<file path="src/rtl/sdram_port_arbiter.sv">
// rtl/sdram_port_arbiter.sv - two-port priority arbiter in front of the SDRAM controller
module sdram_port_arbiter #(
  parameter int ADDR_BITS    = 32,
  parameter int MAX_A_STREAK = 4
) (
  input  logic                 clk,
  input  logic                 reset,
  // port A: SPI flash emulator, high priority
  input  logic                 a_enable,
  input  logic                 a_we,
  input  logic [ADDR_BITS-1:0] a_addr,
  input  logic [15:0]          a_wr_data,
  input  logic [1:0]           a_wr_mask,
  output logic [15:0]          a_rd_data,
  output logic                 a_ack,
  // port B: user command parser, bulk traffic
  input  logic                 b_enable,
  input  logic                 b_we,
  input  logic [ADDR_BITS-1:0] b_addr,
  input  logic [15:0]          b_wr_data,
  input  logic [1:0]           b_wr_mask,
  output logic [15:0]          b_rd_data,
  output logic                 b_ack,
  // shared SDRAM controller port
  output logic [ADDR_BITS-1:0] sd_addr,
  output logic [15:0]          sd_wr_data,
  output logic [1:0]           sd_wr_mask,
  output logic                 sd_we,
  output logic                 sd_enable,
  input  logic [15:0]          sd_rd_data,
  input  logic                 sd_ack,
  input  logic                 sd_idle,
  // status
  output logic [1:0]           grant,
  output logic                 busy
);

  typedef enum logic [1:0] {
    IDLE    = 2'd0,
    BUSY_A  = 2'd1,
    BUSY_B  = 2'd2,
    RELEASE = 2'd3
  } state_t;

  localparam logic [7:0] STREAK_MAX = 8'(MAX_A_STREAK);

  state_t     state;
  logic [7:0] streak;
  logic       b_wins;
  logic [7:0] streak_inc;

  // B wins when A is absent, or when A has starved a waiting B long enough
  assign b_wins     = b_enable && (!a_enable || (streak >= STREAK_MAX));
  assign streak_inc = (streak >= STREAK_MAX) ? STREAK_MAX : streak + 8'd1;

  // Arbitration FSM: grant in IDLE, forward ack in BUSY_x, one-cycle RELEASE gap
  always_ff @(posedge clk) begin
    if (reset) begin
      state      <= IDLE;
      streak     <= 8'd0;
      sd_enable  <= 1'b0;
      sd_we      <= 1'b0;
      sd_addr    <= '0;
      sd_wr_data <= 16'd0;
      sd_wr_mask <= 2'b00;
      a_ack      <= 1'b0;
      b_ack      <= 1'b0;
      a_rd_data  <= 16'd0;
      b_rd_data  <= 16'd0;
      grant      <= 2'b00;
      busy       <= 1'b0;
    end else begin
      unique case (state)
        IDLE: begin
          if (sd_idle && (a_enable || b_enable)) begin
            sd_enable <= 1'b1;
            busy      <= 1'b1;
            if (b_wins) begin
              sd_addr    <= b_addr;
              sd_we      <= b_we;
              sd_wr_data <= b_wr_data;
              sd_wr_mask <= b_wr_mask;
              grant      <= 2'b10;
              streak     <= 8'd0;
              state      <= BUSY_B;
            end else begin
              sd_addr    <= a_addr;
              sd_we      <= a_we;
              sd_wr_data <= a_wr_data;
              sd_wr_mask <= a_wr_mask;
              grant      <= 2'b01;
              // only consecutive A wins over a waiting B count toward starvation
              streak     <= b_enable ? streak_inc : 8'd0;
              state      <= BUSY_A;
            end
          end
        end
        BUSY_A: begin
          if (sd_ack) begin
            sd_enable <= 1'b0;
            sd_we     <= 1'b0;
            a_rd_data <= sd_rd_data;
            a_ack     <= 1'b1;
            state     <= RELEASE;
          end
        end
        BUSY_B: begin
          if (sd_ack) begin
            sd_enable <= 1'b0;
            sd_we     <= 1'b0;
            b_rd_data <= sd_rd_data;
            b_ack     <= 1'b1;
            state     <= RELEASE;
          end
        end
        RELEASE: begin
          // gives the served requester one edge to drop enable before re-arbitration
          a_ack <= 1'b0;
          b_ack <= 1'b0;
          grant <= 2'b00;
          busy  <= 1'b0;
          state <= IDLE;
        end
        default: begin
          state <= IDLE;
        end
      endcase
    end
  end

endmodule

</file>
<file path="config.mk">
export PLATFORM = sky130hd
export DESIGN_NAME = sdram_port_arbiter
export DESIGN_NICKNAME = d
export VERILOG_FILES = /design/src/rtl/sdram_port_arbiter.sv
export SDC_FILE = /design/constraint.sdc
export NUM_CORES = 1
export LEC_CHECK = 0
export CAP_MARGIN = 15
export CORE_MARGIN = 2
export CORE_UTILIZATION = 43
export CTS_CLUSTER_SIZE = 40
export DETAILED_ROUTE_END_ITERATION = 12
export PLACE_DENSITY = 0.94
export SLEW_MARGIN = 20
export SYNTH_ARGS = -nofsm -noshare
export SYNTH_HDL_FRONTEND = slang
export SYNTH_SLANG_ARGS = --single-unit
export TNS_END_PERCENT = 1
</file>
<file path="constraint.sdc">
create_clock -name clk -period 2.75 [get_ports clk]
set_input_delay 0.55 -clock clk [delete_from_list [all_inputs] [get_ports clk]]
set_output_delay 0.55 -clock clk [all_outputs]
set_load 0.005 [all_outputs]
</file>
-- Word level (Yosys, flattened, before mapping)
Cells that the tools add are included.
- reductions and logical operators: 19
- eq/ne operators: 7
- order comparisons: 1
- add/sub/neg operators: 1
- muxes and demuxes: 21
- operators with widths (kind ; count):
    $mux 32 ; 1
    $mux 8 ; 3
    $mux 16 ; 1
    $reduce_and 2->1 ; 7
    $pmux 1 s2 ; 5
    $add 8x1->8 const B ; 1
    $ge 8x3->1 const B ; 1
    $mux 2 ; 4
    $reduce_bool 2->1 ; 4
    $ne 2x2->1 const B ; 3
    $pmux 2 s3 ; 1
    $mux 1 ; 5
    $eq 2x2->1 const B ; 2
    $pmux 2 s2 ; 1
    $reduce_and 3->1 ; 1
    $eq 2x1->1 const B ; 1
    $logic_and 1x1->1 ; 2
    $logic_not 2->1 ; 1
    $logic_or 1x1->1 ; 2
    $ne 2x1->1 const B ; 1
    $reduce_or 2->1 ; 1
    $logic_not 1->1 ; 1
- output and inout port bits: 89
- logic and storage cells: 62
- bits of input ports: 124
- flip-flop bits (word level): 99

-- Longest topological paths before layout
- depth in word-level cells: 6
- depth in mapped cells: 7

-- Least setup slack after synthesis
No wires, ideal clock.
- path type: reg-to-reg
- from: register state[0]
- to: register sd_addr[0]
- slack: 1.142 ns
- setup time: 0.091 ns
- path buffers: 2
- stages on the path, launching flop included: 8
- period minus slack after synthesis: 1.608 ns
- arrival time: 1.517 ns
- data required time: 2.659 ns
- cells stage by stage: dfxtp_1 -> inv_1 -> ha_1 -> o211a_1 -> buf_2 -> clkbuf_1 -> nor2_1 -> a311oi_1
- cells in the longest elaborated chain, start to end: 2
- RTL lines (item ; RTL line ; RTL):
    start, declared ; 47 ; state_t state;
    start signal, assigned ; 59 ; state <= IDLE;
    start signal, assigned ; 85 ; state <= BUSY_B;
    start signal, assigned ; 94 ; state <= BUSY_A;
    $logic_not 2->1 ; 73 ; unique case (state)
    $reduce_and 2->1 (no source line) ; -- ;
    end signal, assigned ; 79 ; sd_addr <= b_addr;
    end signal, assigned ; 87 ; sd_addr <= a_addr;
    end, declared ; 25 ; output logic [ADDR_BITS-1:0] sd_addr,
No other way between the ends.
A chain may end at the register's enable or synchronous reset.

-- Worst setup path after layout
- from: input a_enable
- to: register sd_addr[2]
- cells in the longest elaborated chain, start to end: 4
- elaborated cells on any way between the ends: 7
- RTL lines (item ; RTL line ; RTL):
    start, declared ; 9 ; input logic a_enable,
    $logic_not 1->1 ; 53 ; assign b_wins = b_enable && (!a_enable || (streak >= STREAK_MAX));
    $logic_or 1x1->1 ; 53 ;
    $logic_and 1x1->1 ; 53 ;
    $mux 32 ; 78 ; if (b_wins) begin
Parallel ways exist; a longest one is shown, timed or not.

==> flow_summary.json <==
{
  "status": "finished clean",
  "die_w_um": 102,
  "antenna_found_initial": 0,
  "die_y_um": 102,
  "leakagePower_nw": 2.41,
  "cts_hold_buf": 0,
  "cts_buffers": 9,
  "cts_resized": 0,
  "p_per_area_nw_per_um2": 692,
  "io-pin-count": 213,
  "grtUsageTotal_pct": 23.4,
  "vias_per_cell": 5.19,
  "postLayoutCoreUtil_pct": 70.1,
  "grt_pass1_wl_um": 19600,
  "fin_skew_ps": 12.7,
  "cp.required_ps": 2990,
  "initial_core_util_pct": 44.7,
  "min_period_ps": 2180,
  "synth_top_area_share_pct": 47.5,
  "gp_congestion": 0.891,
  "via_count": 4372,
  "row_count": 35,
  "yosys.area.top_type": "dfxtp_1",
  "ant_nets": 0,
  "dr.pass1.iters": 5,
  "hold_class": "flip-flop to flip-flop",
  "grt_pass1_vias": 4184,
  "core_um2": 9330,
  "placed_area_um2": 6320,
  "cpPeakStageDelay_ps": 540,
  "relSlewSlack_pct": 58.8,
  "fin_crit_sh_pct": 79.3,
  "cts.sinks": 99,
  "post_cts_buffers": 0,
  "synth_cells": 519,
  "wl_um": 12700,
  "final.setup.tns_ps": 0,
  "synthTopCellsByArea": "dfxtp_1, nand2_1, a311oi_1",
  "vdd_drop_max_v": 0.000319,
  "path_max_fanout": 49,
  "clockBufferDepth": 2,
  "ys_seq_area_share_pct": 47.5,
  "final_nets": 840,
  "drc": 0,
  "drv_cap": 0,
  "cts_tree": "yes",
  "dieArea_um2": 10500,
  "diodes": 0,
  "fmax_mhz": 459,
  "clockRootBuffer": "clkbuf_8",
  "rsz0062_at_grt": "false",
  "drtIter0Drc": 170,
  "grt_start_max_net_pins": 79,
  "crit_chain": "clkdlybuf4s50_1 > nor4b_4 > a21bo_1 > buf_12 > nand2_1 > a311oi_1",
  "maxSlewViolCount": 0,
  "cp.arrival_ps": 2420,
  "syn_to_final_growth_pct": 56.8,
  "end_kind": "flip-flop",
  "path_class": "input pin to flip-flop",
  "worstSkewPairLatency_ps": 340,
  "setup_viol": 0,
  "clk_pin_slew_worst_paths_ps": 100,
  "dpl.hpwl_um": 9770,
  "worst_pin_slew_ps": 619,
  "syn_area_per_cell_um2": 8.04,
  "drive_above_1_share_pct": 4.07,
  "wl_per_cell_um": 15.1,
  "h-tree-depth": 3,
  "synth_fp_nets": 650,
  "yosys_warnings": 0,
  "critical-path-slowest-cell": "clkdlybuf4s50_1",
  "ys_types": 36,
  "port-buffer-count": 212,
  "final_area_um2": 6540,
  "grt_overflow": 0,
  "syn_area_um2": 4170,
  "synth-seq-cells": 99,
  "worstSetupStartpointType": "input pin",
  "hold_viol_final": 0
}
[power breakdown]
group          total [mW]  switching, mW  leakage, nW  internal (mW)
clock                1.00          0.489        0.106          0.511
combinational        1.66          0.770         1.49          0.892
sequential           1.86          0.157        0.810           1.71
total                4.53           1.42         2.41           3.11
[path summary, 6_finish.rpt]
path	startpoint	end	slack [ps]	cells after the start
max	a_enable	sd_addr[2]	570	6
min	b_rd_data[2]	b_rd_data[2]	460	2
max reg2reg	state[0]	sd_addr[29]	830	6
min reg2reg	b_rd_data[2]	b_rd_data[2]	460	2
[cell usage after synthesis]
cell,instances
a21bo_1,1
buf_1,2
o211ai_1,2
dfxtp_1,99
a41oi_1,1
nor4b_4,1
nor3_2,1
nor2_1,68
o21ai_0,3
ha_1,7
a21boi_2,1
and3_1,1
a21o_1,1
clkbuf_1,29
nor3b_1,1
mux2i_1,2
a21oi_1,39
and3_2,1
o32ai_1,1
nand2_1,171
xor2_1,3
o31ai_1,1
buf_12,5
nand4_1,3
and2_1,2
a311oi_1,50
xnor2_1,1
a21bo_2,1
inv_1,9
o211a_1,1
nand3_1,1
buf_6,1
buf_2,3
a22oi_1,2
nor2b_1,1
a211oi_1,3
[through the flow]
stage / hold slack, ps / worst slack [ps] / power [mW] / cells
5_1_grt: 487 / 402 / 4.79 / 842
3_3_place_gp: 441 / 386 / 3.47 / 827
4_1_cts: 461 / 564 / 4.56 / 842
3_5_place_dp: 448 / 187 / 3.56 / 827
2_1_floorplan: 453 / 1140 / 2.66 / 519
6_report: 457 / 569 / 4.53 / 842
[registers in the layout (all words and copies together) (netlist names)]
register	flops
sd_addr	32
a_rd_data	16
b_rd_data	16
sd_wr_data	16
streak	8
grant	2
sd_wr_mask	2
state	2
a_ack	1
b_ack	1
busy	1
sd_enable	1
sd_we	1
[layer usage]
metal | up-vias | wire, um | track usage (%)
li1 | 2135 | - | -
met1 | 1992 | 4940 | 26.7
met2 | 216 | 6440 | 42.5
met3 | 29 | 1000 | 5.27
met4 | 0 | 329 | 9.03
met5 | - | 0 | 0
[cell usage in the layout (no fill, tap or decap), types with 2 or more instances in the layout]
cell / netlist / routed
a211oi_1: 3 / 3
nor2_1: 68 / 68
a21oi_1: 39 / 39
buf_4: 0 / 3
o21ai_0: 3 / 3
and2_1: 2 / 2
a311oi_1: 50 / 50
nand2_1: 171 / 171
dfxtp_1: 99 / 99
clkdlybuf4s50_1: 0 / 211
xor2_1: 3 / 3
inv_1: 9 / 9
a22oi_1: 2 / 2
o211ai_1: 2 / 2
clkbuf_8: 0 / 9
bufinv_16: 0 / 2
mux2i_1: 2 / 2
buf_12: 5 / 4
nand4_1: 3 / 3
ha_1: 7 / 7
[final cells by class]
cell class                 count  area [um2]
clock buffer                   9         124
clock inverter                 6        90.1
tap                          129         161
timing repair buffer         219        2220
sequential                    99        1980
inverter                       9        33.8
fill                         694        2790
multi-input combinational    371        1930
[critical path: cells and delay by family]
kind	cells	cell delay, ps
AO/OA/AOI/OAI	2	650
buffers and inverters	2	790
AND/OR/NAND/NOR	2	410
[cells by family after synthesis]
kind of cell | after synthesis | synth area share [%]
and+or+nand+nor | 251 | 23.9
xor gates and xnor gates | 4 | 0.840
DFF | 99 | 47.5
buffers and inverters | 49 | 6.63
muxes | 2 | 0.480
AOI/OAI and AO/OA | 107 | 18.6
adders and majority gates | 7 | 2.10
Power figures use the tool's default switching activity.
